--- src/rtl/serial_adder_if.sv ---
// Handshake bundle for serial_adder: operand input channel, result output channel and status.
// Define SERIAL_ADDER_COUT_EN to carry the final carry-out alongside the sum.
interface serial_adder_if #(
   parameter int WIDTH = 8
);
   logic             in_valid;
   logic             in_ready;
   logic [WIDTH-1:0] a;
   logic [WIDTH-1:0] b;
   logic             cin;
   logic             out_valid;
   logic             out_ready;
   logic [WIDTH-1:0] sum;
   logic             busy;
`ifdef SERIAL_ADDER_COUT_EN
   logic             cout;
`endif

   modport slave (
      input  in_valid, a, b, cin, out_ready,
`ifdef SERIAL_ADDER_COUT_EN
      output cout,
`endif
      output in_ready, out_valid, sum, busy
   );

   modport master (
      output in_valid, a, b, cin, out_ready,
`ifdef SERIAL_ADDER_COUT_EN
      input  cout,
`endif
      input  in_ready, out_valid, sum, busy
   );
endinterface

--- src/rtl/serial_adder.sv ---
// Bit-serial adder, one bit per clock LSB first; result valid WIDTH edges after accept.
// One operation in flight: in_ready only in IDLE, result held in DONE until out_ready; cout via SERIAL_ADDER_COUT_EN.
module serial_adder #(
   parameter int WIDTH = 8
) (
   input  logic          clk,
   input  logic          rst_n,
   serial_adder_if.slave bus
);
   localparam int            CW   = $clog2(WIDTH + 1);
   localparam logic [CW-1:0] LAST = CW'(WIDTH - 1);

   typedef enum logic [1:0] {IDLE, SHIFT, DONE} state_t;

   state_t           state_q;
   state_t           state_d;
   logic [WIDTH-1:0] a_q;
   logic [WIDTH-1:0] b_q;
   logic [WIDTH-1:0] sum_q;
   logic [WIDTH-1:0] sum_shift;
   logic             carry_q;
   logic [CW-1:0]    cnt_q;
   logic             ha1_s;
   logic             ha1_c;
   logic             ha2_s;
   logic             ha2_c;
   logic             fa_c;
   logic             accept;

   // Full add of the current bit built from two half-add stages.
   always_comb begin
      ha1_s = a_q[0] ^ b_q[0];
      ha1_c = a_q[0] & b_q[0];
      ha2_s = ha1_s ^ carry_q;
      ha2_c = ha1_s & carry_q;
      fa_c  = ha1_c | ha2_c;
   end

   generate
      if (WIDTH == 1) begin : g_w1
         assign sum_shift = ha2_s;
      end else begin : g_wn
         assign sum_shift = {ha2_s, sum_q[WIDTH-1:1]};
      end
   endgenerate

   always_comb begin
      state_d      = state_q;
      bus.in_ready  = 1'b0;
      bus.out_valid = 1'b0;
      bus.busy      = 1'b0;
      accept        = 1'b0;
      case (state_q)
         IDLE: begin
            bus.in_ready = 1'b1;
            if (bus.in_valid) begin
               accept  = 1'b1;
               state_d = SHIFT;
            end
         end
         SHIFT: begin
            bus.busy = 1'b1;
            if (cnt_q == LAST) begin
               state_d = DONE;
            end
         end
         DONE: begin
            bus.out_valid = 1'b1;
            if (bus.out_ready) begin
               state_d = IDLE;
            end
         end
         default: state_d = IDLE;
      endcase
   end

   always_ff @(posedge clk or negedge rst_n) begin
      if (!rst_n) begin
         state_q <= IDLE;
      end else begin
         state_q <= state_d;
      end
   end

   always_ff @(posedge clk or negedge rst_n) begin
      if (!rst_n) begin
         a_q     <= '0;
         b_q     <= '0;
         sum_q   <= '0;
         carry_q <= 1'b0;
         cnt_q   <= '0;
      end else if (accept) begin
         a_q     <= bus.a;
         b_q     <= bus.b;
         carry_q <= bus.cin;
         cnt_q   <= '0;
      end else if (state_q == SHIFT) begin
         a_q     <= a_q >> 1;
         b_q     <= b_q >> 1;
         sum_q   <= sum_shift;
         carry_q <= fa_c;
         cnt_q   <= cnt_q + CW'(1);
      end
   end

   assign bus.sum = sum_q;

   // carry_q is frozen outside SHIFT, so it holds the final carry through DONE.
`ifdef SERIAL_ADDER_COUT_EN
   assign bus.cout = carry_q;
`endif
endmodule

--- src/flat_wrapper.sv ---
// flat-port wrapper written by rule: the top's interface ports become plain ports
module serial_adder_flat 
#(
   parameter int WIDTH = 8
)
  (clk, rst_n, bus_in_valid, bus_a, bus_b, bus_cin, bus_out_ready, bus_in_ready, bus_out_valid, bus_sum, bus_busy);
  serial_adder_if #(.WIDTH(WIDTH)) bus_i ();
  input  logic clk;
  input  logic rst_n;
  input wire logic [$bits(bus_i.in_valid)-1:0] bus_in_valid;
  input wire logic [$bits(bus_i.a)-1:0] bus_a;
  input wire logic [$bits(bus_i.b)-1:0] bus_b;
  input wire logic [$bits(bus_i.cin)-1:0] bus_cin;
  input wire logic [$bits(bus_i.out_ready)-1:0] bus_out_ready;
  output wire logic [$bits(bus_i.in_ready)-1:0] bus_in_ready;
  output wire logic [$bits(bus_i.out_valid)-1:0] bus_out_valid;
  output wire logic [$bits(bus_i.sum)-1:0] bus_sum;
  output wire logic [$bits(bus_i.busy)-1:0] bus_busy;
  assign bus_i.in_valid = bus_in_valid;
  assign bus_i.a = bus_a;
  assign bus_i.b = bus_b;
  assign bus_i.cin = bus_cin;
  assign bus_i.out_ready = bus_out_ready;
  assign bus_in_ready = bus_i.in_ready;
  assign bus_out_valid = bus_i.out_valid;
  assign bus_sum = bus_i.sum;
  assign bus_busy = bus_i.busy;
  serial_adder #(.WIDTH(WIDTH)) u_core (.clk(clk), .rst_n(rst_n), .bus(bus_i));
endmodule
--- config.mk ---
export PLATFORM = sky130hd
export DESIGN_NAME = serial_adder_flat
export DESIGN_NICKNAME = d
export VERILOG_FILES = /design/src/rtl/serial_adder_if.sv /design/src/rtl/serial_adder.sv /design/src/flat_wrapper.sv
export SDC_FILE = /design/constraint.sdc
export NUM_CORES = 1
export LEC_CHECK = 0
export BUFFER_PORTS_ARGS = -buffer_cell sky130_fd_sc_hd__buf_2
export CORE_MARGIN = 1
export CORE_UTILIZATION = 52
export CTS_CLUSTER_SIZE = 12
export DETAILED_ROUTE_END_ITERATION = 6
export GPL_ROUTABILITY_DRIVEN = 1
export PLACE_DENSITY = 0.76
export SLEW_MARGIN = 20
export SYNTH_ARGS = -nofsm -noshare
export SYNTH_HDL_FRONTEND = slang
export SYNTH_SLANG_ARGS = --single-unit
--- constraint.sdc ---
create_clock -name clk -period 2.9 [get_ports clk]
set_input_delay 0.29 -clock clk [delete_from_list [all_inputs] [get_ports clk]]
set_output_delay 0.29 -clock clk [all_outputs]
set_load 0.03 [all_outputs]
======== Word-level counts from Yosys, hierarchy flattened ========
Index checks and enable logic that the tools add are counted.
word-level totals
  output and inout port bits .............. 11
  register bits after elaboration ......... 31
  bits in read-only memories .............. 0
  memory bits (writable) .................. 0
  logic and storage cells ................. 40
  latch bits .............................. 0
  memories ................................ 0
  input port bits ......................... 21
cells by class
  reductions and logical operators ........ 4
  magnitude comparators ................... 0
  add/sub/neg operators ................... 1
  muxes and demuxes ....................... 17
  bitwise operators ....................... 6
  multiply operators ...................... 0
  divide/modulo/power cells ............... 0
  shifts and indexed selects .............. 0
  equal/unequal tests ..................... 6
operators by type and width
  operator                                               number
  2-to-1 mux 8 bit                                       4
  2-to-1 mux 4 bit                                       2
  2-to-1 mux 1 bit                                       7
  2-to-1 mux 2 bit                                       3
  case mux 2 bit (3 select lines)                        1
  adder 4 x 1 -> 4 bit, second input constant            1
  == test 4 x 3 -> 1 bit, second input constant          1
  inequality test 2 bit, second input constant           2
  AND reduction 3 bit                                    1
  AND 1 bit                                              2
  == test 2 x 1 -> 1 bit, second input constant          1
  == test 2 bit, second input constant                   1
  zero test 2 bit                                        1
  inequality test 2 x 1 -> 1 bit, second input constant  1
  AND reduction 2 bit                                    1
  nonzero test 2 bit                                     1
  bitwise XOR 1 bit                                      2
  inverter 1 bit                                         1
  bitwise OR 1 bit                                       1

======== Logic depth before layout (Yosys ltp) ========
  depth in word-level cells ............... 5
  depth in mapped cells ................... 6

======== Least setup slack after synthesis ========
No wires, ideal clock.
  path type ............................... register to output
  start ................................... register u_core.state_q[1]
  end ..................................... output port bus_busy
  arrival ................................. 1.022 ns
  cell stages (with the launch flop) ...... 5
  data required time ...................... 2.610 ns
  path buffers ............................ 2
  slack ................................... 1.588 ns
  cell sequence ........................... dfrtp_1 > nand2b_1 > buf_4 > inv_4 > buf_2
on the way
  word-level cells in the longest chain between the ends .. 2
ends and longest elaborated chain
  what                    RTL line            text
  start, declared         serial_adder.sv:15  state_t state_q;
  start signal, assigned  serial_adder.sv:81  state_q <= state_d;
  == test 2 x 1 -> 1 bit  serial_adder.sv:53  case (state_q)
  2-to-1 mux 1 bit        serial_adder.sv:53
  end, declared           flat_wrapper.sv:18  output wire logic [$bits(bus_i.busy)-1:0] bus_busy;
No other way between the ends.

======== Worst setup path after layout ========
Ends and elaborated chain as after synthesis.

==> summary.md <==
| Metric | Value |
|---|---|
| GPL Wtd Cong | 0.751 |
| Final net count | 193 |
| Count leader, synth | nand2_1 |
| Pwr Density | 1050 mW/mm^2 |
| # setup viols final | 0 |
| Number of DRC markers in iteration 0 | 31 |
| Chip width | 52.6 um |
| First-pass GRT wire length | 4.17 mm |
| Worst path bufs/invs | 2 |
| Total wire length | 2.48 mm |
| Largest net degree at the start of global routing | 32 |
| Wirelength per Cell | 12.5 um |
| Syn Inst Count | 137 |
| All-Layer GR Usage | 22.2% |
| DRT antenna net count | 0 |
| Routed vias/inst | 5.32 |
| Fmax | 468 MHz |
| # rows | 17 |
| Initial antenna violation count | 0 |
| Ys async rst share | 100% |
| Final setup TNS | 0 ns |
| Crit-path max cell delay | 0.46 ns |
| Antenna Cells | 0 |
| Worst-path clk slew | 0.09 ns |
| Number of synthesized flops with an enable pin | 0 |
| Worst setup SP type | flip-flop |
| Ports | 32 |
| Synth top area share | 58.2% |
| Syn-to-layout area delta | 17.4% |
| CTS tree | done |
| Worst min path class | in2reg |
| Crit end category | primary output |
| Residual DRC | 0 |
| Critical path required time | 2.61 ns |
| Least-Margin Pin Slew | 0.687 ns |
| Crit path cell chain | nand2b_1 > inv_4 > buf_2 |
| Via total after detailed routing | 1059 |
| Remaining global-route overflow | 0 |
| Port bufs | 31 |
| Clk_skew | 0.00953 ns |
| Pre-CTS WS | 1.13 ns |
| Fin crit period | 2.14 ns |
| CTS H-Tree Depth | 2 |
| RSZ-0062 raised after global routing | no |
| Dpl hpwl | 1.67 mm |
| Yosys cell types | 25 |
| Initial DRT Pass Iterations | 4 |
| Post-synthesis register bit count | 31 |
| Status | finished, final reports clean |
| Crit path arrival time | 1.85 ns |
| Layout cells sized above 1 | 24.6% |
| Die H | 52.6 um |
| Max Cap Viol | 0 |
| Synth Flop Type | dfrtp_1 |
| Endpoints failing hold | 0 |
| Reg-to-reg slack, setup | 1.25 ns |
| Fill count | 198 |
| Area after DPL | 0.00149 mm^2 |
| Synth warn | 0 |
| Synth Cell Area | 0.00133 mm^2 |
| Final WS setup | 0.765 ns |
| Final instance area | 0.00157 mm^2 |
| Synthesized net count | 160 |
| Area of the die | 0.00277 mm^2 |
| Crit-path max FO | 26 |
| Post-route total power | 1650 uW |
| Starting density of the core | 57.5% |
| Clock Sinks | 31 |
| Pleak | 0.000848 uW |
| CTS buffer count | 5 |
| Final Slew Violations | 0 |
| CTS root buffer | clkbuf_4 |
| Post-CTS Resized | 0 |
| Core area | 0.00232 mm^2 |
| Peak VDD IR | 0.000849 V |
| Area leader, netlist | dfrtp_1 |
| Seq/Total Area, Yosys | 58.2% |
| Mean Syn Cell Area | 9.74 um^2 |
| Worst-Skew Late Latency | 0.33 ns |
| Number of global-route vias before repair | 907 |
| Rel. slew slack | 54.2% |
| Tcrit/Tclk final | 73.6% |
| Area of the multi-input gates | 504 um^2 |
| Commonest cells in the netlist | nand2_1, dfrtp_1, a22oi_1 |
| CP top delay family | buffers and inverters |
| Register area | 776 um^2 |
| CTS max path bufs | 2 |
| Critical path type | reg2out |
| Ranking of synthesized cells by area | dfrtp_1, nand2_1, a22oi_1 |
| CP max stage cell | nand2b_1 |
## worst paths after layout
path / from / to / depth (start not counted)
worst min register to register: u_core.bus.sum[0]$_DFFE_PN0P_ / u_core.bus.sum[0]$_DFFE_PN0P_ / 2
max in group asynchronous: rst_n / u_core.a_q[0]$_DFFE_PN0P_ / 2
worst max-delay path: u_core.state_q[1]$_DFFE_PN0P_ / bus_busy / 3
worst max register to register: u_core.state_q[1]$_DFFE_PN0P_ / u_core.a_q[1]$_DFFE_PN0P_ / 4
min in group asynchronous: rst_n / u_core.bus.sum[3]$_DFFE_PN0P_ / 2
worst min-delay path: bus_b[6] / u_core.b_q[6]$_DFFE_PN0P_ / 3
## cells in the final DEF, fill, tap and decap left out
cell            n
nand2_1        62
buf_2          31
dfrtp_1        31
a22oi_1        15
clkbuf_4        5
a21o_1          2
o21ai_0         2
o21ai_1         2
clkbuf_8        2
nand2b_1        1
inv_4           1
nor2_1          1
nor2b_1         1
nor3b_2         1
o21bai_2        1
nand3b_1        1
o21bai_1        1
nor3b_1         1
inv_1           1
o2bb2ai_1       1
nand3_1         1
xor2_1          1
o22ai_1         1
fa_1            1
ha_1            1
clkbuf_1        1
dlygate4sd3_1   1
buf_4           1
## timing repair
item	CTS	global route
setup buffers	0	0
endpoints found under the setup margin	0	0
hold endpoints to repair	31	0
hold buffers	1	0
## power breakdown
group,switching (uW),internal (uW)
clock,139,143
combinational,423,220
sequential,119,607
## through the flow
stage               utilization (%)  cells  hold slack [ns]
floorplan                         -    137         -0.00559
global placement               64.2    190            0.351
detailed placement             64.2    190            0.357
CTS                            67.6    199            0.157
global route                   67.6    199            0.168
finish                         67.6    199            0.171
## layout make-up
type	instances	area share [%]
Clock buffer	8	4.39
Inverter	2	0.639
Multi-Input combinational cell	97	32.2
Sequential cell	31	49.5
Tap cell	28	2.24
Timing Repair Buffer	33	11.0
## routing by layer
| metal | vias to the layer above | global-route usage [%] | wire, um |
|---|---|---|---|
| met2 | 29 | 31.4 | 1170 |
| met5 | - | 0 | 0 |
| li1 | 521 | - | - |
| met4 | 0 | 15.8 | 25 |
| met3 | 2 | 6.38 | 145 |
| met1 | 507 | 28.6 | 1140 |
## state kept, by name (all words and copies together), names as in the netlist
signal          cells
u_core.a_q          8
u_core.cnt_q        4
u_core.state_q      2
u_core.bus.sum      8
u_core.b_q          8
u_core.carry_q      1
## worst min-delay path: cells and delay by family
| family | cells | cell delay, ns |
|---|---|---|
| compound gates | 1 | 0.05 |
| buf+inv | 1 | 0.07 |
| simple gates | 1 | 0.05 |
## logic make-up (layout without fill, tap and decap cells)
family / Yosys count / after routing / synth area share (%)
fa+ha+maj: 2 / 2 / 2.44
flops: 31 / 31 / 58.2
simple gates: 69 / 69 / 21.1
xor+xnor: 1 / 1 / 0.657
compound gates: 25 / 25 / 13.6
buf+inv: 9 / 43 / 4.03
Power figures use the tool's default switching activity.
